**config.mk**
```make
export PLATFORM = sky130hd
export DESIGN_NAME = mdu_controller
export DESIGN_NICKNAME = d
export VERILOG_FILES = /design/src/rtl/settings.sv /design/src/rtl/mdu_divider.sv /design/src/rtl/mdu_controller.sv
export SDC_FILE = /design/constraint.sdc
export NUM_CORES = 2
export LEC_CHECK = 0
export BUFFER_PORTS_ARGS = -buffer_cell sky130_fd_sc_hd__buf_2
export CAP_MARGIN = 25
export CELL_PAD_IN_SITES_DETAIL_PLACEMENT = 1
export CELL_PAD_IN_SITES_GLOBAL_PLACEMENT = 2
export CORE_MARGIN = 1.5
export CORE_UTILIZATION = 45
export DETAILED_ROUTE_END_ITERATION = 10
export PLACE_DENSITY_LB_ADDON = 0.1
export SYNTH_ARGS = -nofsm -noshare
export SYNTH_HDL_FRONTEND = slang
export SYNTH_SLANG_ARGS = --single-unit
```
**constraint.sdc**
```tcl
create_clock -name clk -period 24.7 [get_ports clk]
set_input_delay 1.235 -clock clk [delete_from_list [all_inputs] [get_ports clk]]
set_output_delay 1.235 -clock clk [all_outputs]
set_load 0.03 [all_outputs]
```
**src/rtl/settings.sv**
```systemverilog
// Shared MDU settings: operation encodings, FSM state encoding, division length
// and the multiply helper used by mdu_controller and mdu_divider.
package settings;

    typedef enum logic [2:0] {
        MDU_MULT  = 3'd0,
        MDU_MULTU = 3'd1,
        MDU_DIV   = 3'd2,
        MDU_DIVU  = 3'd3,
        MDU_MTHI  = 3'd4,
        MDU_MTLO  = 3'd5
    } mduOp_t;

    typedef enum logic [1:0] {
        ST_IDLE = 2'd0,
        ST_MUL  = 2'd1,
        ST_DIV  = 2'd2,
        ST_DONE = 2'd3
    } mduState_t;

    localparam int MDU_DIV_CYCLES = 32;

    // Sign-extends to 64 bits when signed so one unsigned multiply covers both forms.
    function automatic logic [63:0] mulProduct(input logic [31:0] a, input logic [31:0] b,
                                               input logic sgn);
        logic [63:0] ax;
        logic [63:0] bx;
        ax = {{32{sgn & a[31]}}, a};
        bx = {{32{sgn & b[31]}}, b};
        return ax * bx;
    endfunction

endpackage

```
**src/rtl/mdu_divider.sv**
```systemverilog
// 32-cycle restoring divider on operand magnitudes; signs are reapplied on the
// final cycle, where valid=1 and quotient/remainder already hold the result.
module mdu_divider
    import settings::*;
(
    input  logic        clk,
    input  logic        rst_n,
    input  logic        start,
    input  logic        abort,
    input  logic        isSigned,
    input  logic [31:0] dividend,
    input  logic [31:0] divisor,
    output logic        valid,
    output logic [31:0] quotient,
    output logic [31:0] remainder
);

    logic [5:0]  count;
    logic [31:0] remReg;
    logic [31:0] quoReg;
    logic [31:0] divisorMag;
    logic [31:0] dividendRaw;
    logic        negQ;
    logic        negR;
    logic        divZero;
    logic        negA;
    logic        negB;
    logic [32:0] shifted;
    logic        fits;
    logic [31:0] remStep;
    logic [31:0] quoStep;

    assign negA = isSigned & dividend[31];
    assign negB = isSigned & divisor[31];

    always_comb begin
        shifted = {remReg, quoReg[31]};
        fits    = shifted >= {1'b0, divisorMag};
        remStep = fits ? 32'(shifted - {1'b0, divisorMag}) : shifted[31:0];
        quoStep = {quoReg[30:0], fits};
    end

    // The last iteration is combinational so the result lands on the 32nd busy edge.
    assign valid     = (count == 6'd1);
    assign quotient  = divZero ? 32'hFFFF_FFFF : (negQ ? -quoStep : quoStep);
    assign remainder = divZero ? dividendRaw   : (negR ? -remStep : remStep);

    always_ff @(posedge clk or negedge rst_n) begin
        if (!rst_n) begin
            count       <= '0;
            remReg      <= '0;
            quoReg      <= '0;
            divisorMag  <= '0;
            dividendRaw <= '0;
            negQ        <= 1'b0;
            negR        <= 1'b0;
            divZero     <= 1'b0;
        end else if (abort) begin
            count <= '0;
        end else if (start) begin
            count       <= 6'(MDU_DIV_CYCLES);
            remReg      <= '0;
            quoReg      <= negA ? -dividend : dividend;
            divisorMag  <= negB ? -divisor : divisor;
            dividendRaw <= dividend;
            negQ        <= negA ^ negB;
            negR        <= negA;
            divZero     <= (divisor == 32'd0);
        end else if (count != 6'd0) begin
            count  <= count - 6'd1;
            remReg <= remStep;
            quoReg <= quoStep;
        end
    end

endmodule

```
**src/rtl/mdu_controller.sv**
```systemverilog
// MIPS HI/LO multiply-divide unit controller. Define MDU_FAST_MULT_EN for
// single-cycle MULT/MULTU; otherwise multiplies stay busy MULT_LATENCY cycles.
module mdu_controller
    import settings::*;
#(
    parameter int MULT_LATENCY = 4
) (
    input  logic        clk,
    input  logic        rst_n,
    input  logic        start,
    input  logic [2:0]  op,
    input  logic [31:0] rs_val,
    input  logic [31:0] rt_val,
    input  logic        flush,
    output logic        busy,
    output logic        done,
    output logic [31:0] hi,
    output logic [31:0] lo,
    output mduState_t   dbgState
);

    // Handshake: start is taken only in IDLE/DONE with flush low; while busy=1 the
    // hazard unit holds the pipeline and any start is dropped; done pulses for one
    // cycle when the new HI/LO becomes visible.
    mduState_t   state;
    mduState_t   nextState;
    logic        writeHi;
    logic        writeLo;
    logic [31:0] hiNext;
    logic [31:0] loNext;
    logic        loadMul;
    logic        divStart;
    logic        divAbort;
    logic        divValid;
    logic [31:0] divQuo;
    logic [31:0] divRem;
    logic [31:0] opA;
    logic [31:0] opB;
    logic        mulSigned;
    logic [4:0]  mulCount;
    logic [63:0] product;

`ifdef MDU_FAST_MULT_EN
    assign product = mulProduct(rs_val, rt_val, op == MDU_MULT);
`else
    assign product = mulProduct(opA, opB, mulSigned);
`endif

    mdu_divider uDivider (
        .clk      (clk),
        .rst_n    (rst_n),
        .start    (divStart),
        .abort    (divAbort),
        .isSigned (op == MDU_DIV),
        .dividend (rs_val),
        .divisor  (rt_val),
        .valid    (divValid),
        .quotient (divQuo),
        .remainder(divRem)
    );

    always_comb begin
        nextState = state;
        writeHi   = 1'b0;
        writeLo   = 1'b0;
        hiNext    = hi;
        loNext    = lo;
        loadMul   = 1'b0;
        divStart  = 1'b0;
        divAbort  = 1'b0;
        case (state)
            ST_IDLE, ST_DONE: begin
                nextState = ST_IDLE;
                if (start && !flush) begin
                    case (op)
                        MDU_MULT, MDU_MULTU: begin
`ifdef MDU_FAST_MULT_EN
                            writeHi   = 1'b1;
                            writeLo   = 1'b1;
                            hiNext    = product[63:32];
                            loNext    = product[31:0];
                            nextState = ST_DONE;
`else
                            loadMul   = 1'b1;
                            nextState = ST_MUL;
`endif
                        end
                        MDU_DIV, MDU_DIVU: begin
                            divStart  = 1'b1;
                            nextState = ST_DIV;
                        end
                        MDU_MTHI: begin
                            writeHi = 1'b1;
                            hiNext  = rs_val;
                        end
                        MDU_MTLO: begin
                            writeLo = 1'b1;
                            loNext  = rs_val;
                        end
                        default: ;
                    endcase
                end
            end
            ST_MUL: begin
                if (flush) begin
                    nextState = ST_IDLE;
                end else if (mulCount == 5'd0) begin
                    writeHi   = 1'b1;
                    writeLo   = 1'b1;
                    hiNext    = product[63:32];
                    loNext    = product[31:0];
                    nextState = ST_DONE;
                end
            end
            ST_DIV: begin
                if (flush) begin
                    divAbort  = 1'b1;
                    nextState = ST_IDLE;
                end else if (divValid) begin
                    writeHi   = 1'b1;
                    writeLo   = 1'b1;
                    hiNext    = divRem;
                    loNext    = divQuo;
                    nextState = ST_DONE;
                end
            end
            default: nextState = ST_IDLE;
        endcase
    end

    always_ff @(posedge clk or negedge rst_n) begin
        if (!rst_n) begin
            state     <= ST_IDLE;
            hi        <= '0;
            lo        <= '0;
            opA       <= '0;
            opB       <= '0;
            mulSigned <= 1'b0;
            mulCount  <= '0;
        end else begin
            state <= nextState;
            if (writeHi) hi <= hiNext;
            if (writeLo) lo <= loNext;
            if (loadMul) begin
                opA       <= rs_val;
                opB       <= rt_val;
                mulSigned <= (op == MDU_MULT);
                mulCount  <= 5'(MULT_LATENCY - 1);
            end else if (state == ST_MUL) begin
                mulCount <= (flush || mulCount == 5'd0) ? 5'd0 : mulCount - 5'd1;
            end
        end
    end

    assign busy     = (state == ST_MUL) || (state == ST_DIV);
    assign done     = (state == ST_DONE);
    assign dbgState = state;

endmodule
```
==> results_dict.tcl <==
set metrics [dict create \
    status "finished, final reports clean" \
    worst_hold_path_type "flip-flop to flip-flop" \
    mostFrequentLayoutCell "inv_1" \
    clk-insertion-delay-late_ps 610 \
    finalSetupViolations 0 \
    most-common-layout-cells "inv_1, fa_1, nand2_1" \
    cts_sinks 273 \
    nNetsFinal 7584 \
    dp_hpwl_um 155400 \
    setup.worst_path.end_class "flip-flop" \
    numCtsBuffers 38 \
    via_per_inst 5.621 \
    cts_buffer_depth 3 \
    synthArstFlopShare_pct 100.0 \
    worst_pin_slew_ps 1067 \
    instances_no_fill 7784 \
    ant_nets 0 \
    cp_max_fo 22 \
    grt_overflow_total 0 \
    drt_pass1_iterations 5 \
    place_congestion 0.9245 \
    fmax_mhz 98.26 \
    maxSlewViolCount 0 \
    port_buffers 138 \
    num_antenna_cells 0 \
    r2r_setup_slack_ps 14520 \
    yosys_warnings 0 \
    critPathMaxStageDelay_ps 730 \
    grt_max_degree 89 \
    fin_tns_setup_ps 0 \
    cts_hold_buf 0 \
    drive_gt1_share_pct 7.079 \
    final_util_pct 48.23 \
    cts_root_buf "clkbuf_16" \
    vias 43760 \
    synthCells 6231 \
    min_period_over_period_pct 41.20 \
    initial_utilization_pct 45.42 \
    start_kind "flip-flop" \
    grt_pass1_wl_um 305800 \
    core-area_um2 121900 \
    rsz0062_at_grt "no" \
    skew_ps 40.56 \
    cp.arrival_ps 10710 \
    drcViolationCount 0 \
    die_height_um 353.7 \
    syn_to_final_growth_pct 6.193 \
    clkTransAtPathRegs_ps 60 \
    whs_ps 471.0 \
    grt_usage_pct 32.38 \
    drt-total-wl_um 197900 \
    grt_pass1_vias 48310 \
    postCtsSetupBuffers 0 \
    num_rows 128 \
    critPathSlowestCell "a211oi_1" \
    die_w_um 353.7 \
    drv_cap 0 \
    detail_route.iter0.violations 2628 \
    worst_path_most_repeated_cell "fa_1" \
    max_slew_margin_pct 28.21 \
    place_inst 7716 \
    syn_area_um2 55360 \
    fp.dieArea_um2 125100 \
    antenna_found_initial 10 \
    synthesis.nets 7682 \
    synth_cell_types 103 \
    crit_type "flip-flop to flip-flop" \
    synth_seq_area_share_pct 12.34 \
    synth_top_flop_cell "dfrtp_1" \
    synth_seq_cells 273 \
    cts-resized-gates 0 \
    h-tree-depth 2 \
    fin_crit_ps 10180 \
    syn_avg_cell_area_um2 8.884 \
    wl_per_cell_um 25.42 \
    cp.required_ps 25230 \
    io_pins 139 \
    cts_tree "yes" \
    hold_viol 0 \
    synth_edf_count 0 \
]
[area by class of cell]
class	instances	area, um^2
clock inverter	13	210.2
timing repair buffer	236	1489
inverter	1197	4493
sequential	273	6838
fill	14260	63090
multi-input combinational	4387	42620
tap	1625	2033
clock buffer	53	1107
[per-stage QoR]
step,instance area (um^2),setup slack (ps)
finish,58790,14520
global route,58790,14090
CTS,58730,14510
detailed placement,57410,14590
global placement,57390,14760
floorplan,55360,16480
[sequential cells by signal, indices dropped and copies added, names as in the netlist]
signal	flops
uDivider.divisorMag	32
mulCount	5
opB	32
lo	32
uDivider.negR	1
mulSigned	1
opA	32
dbgState	2
uDivider.remReg	32
uDivider.negQ	1
uDivider.dividendRaw	32
uDivider.divZero	1
hi	32
uDivider.quoReg	32
uDivider.count	6
[per-layer routing]
| layer | part of all wire, % | track usage (%) |
|---|---|---|
| met3 | 4.4 | 3.423 |
| met4 | 4.2 | 11.61 |
| met1 | 43 | 43.67 |
| met2 | 48 | 54.19 |
| met5 | 0.0061 | 0 |
[worst max-delay path: cells and delay by family, from the launching register on]
family / cells / cell delay [ps]
compound gates: 5 / 1580
simple gates: 7 / 2530
fa+ha+maj: 9 / 4560
flops: 1 / 320
buf+inv: 6 / 1090
[cells by family (layout without fill, tap and decap cells)]
group	Yosys count	after routing	synth area share (%)
adder cells (fa/ha/maj)	1380	1380	46.46
AO/OA/AOI/OAI	838	838	9.791
XOR/XNOR	205	205	3.243
buffers and inverters	1571	1499	10.77
flip-flops	273	273	12.34
AND/OR/NAND/NOR	1880	1880	15.68
multiplexers	84	84	1.706
[cells in the mapped netlist, types with 6 or more instances]
cell type  instances  area, um^2
nor2_1           211       792.0
and2_1           351        2196
nand3_1           43       215.2
nand2_1         1029        3862
or4_1             11       82.58
a21o_1            64       480.5
dfrtp_1          273        6832
a31oi_1           23       143.9
o21ai_1            6       30.03
a22oi_1           13       97.59
fa_1            1126       22540
o21bai_1           9       67.56
nand4_1           24       150.1
nor3_1            45       225.2
a22o_1             6       52.55
o21ai_0          229        1146
nor2b_1            9       56.30
o41ai_1           12       105.1
a211oi_1          32       240.2
o2111ai_1          6       52.55
buf_4              6       45.04
inv_1           1194        4482
or3_1             20       125.1
mux2i_1           12       120.1
nor4_1            20       125.1
nand2b_1          31       193.9
or2_2             15       93.84
buf_2             16       80.08
and3_1            32       200.2
o21a_1            22       165.2
clkbuf_1         342        1284
mux2_2            70       788.3
a221oi_1          37       324.1
o211ai_1          21       157.7
o31ai_1           50       375.4
o22ai_1           15       93.84
xor2_1            65       569.3
xnor2_1          140        1226
ha_1             254        3178
a21oi_1          217        1086
a311oi_1           7       61.31
[worst paths after layout]
kind | endpoint | from | cells after the start
min in group asynchronous | uDivider.divisorMag[25]$_DFFE_PN0P_ | rst_n | 1
max in group asynchronous | opA[21]$_DFFE_PN0P_ | rst_n | 2
worst max register to register | hi[26]$_DFFE_PN0P_ | mulSigned$_DFFE_PN0P_ | 27
worst max-delay path | hi[26]$_DFFE_PN0P_ | mulSigned$_DFFE_PN0P_ | 27
worst min register to register | uDivider.dividendRaw[14]$_DFFE_PN0P_ | uDivider.dividendRaw[14]$_DFFE_PN0P_ | 2
worst min-delay path | uDivider.dividendRaw[14]$_DFFE_PN0P_ | uDivider.dividendRaw[14]$_DFFE_PN0P_ | 2
Power is not shown: default switching activity piles up to over one toggle a cycle in this logic, so the estimate is an artifact.
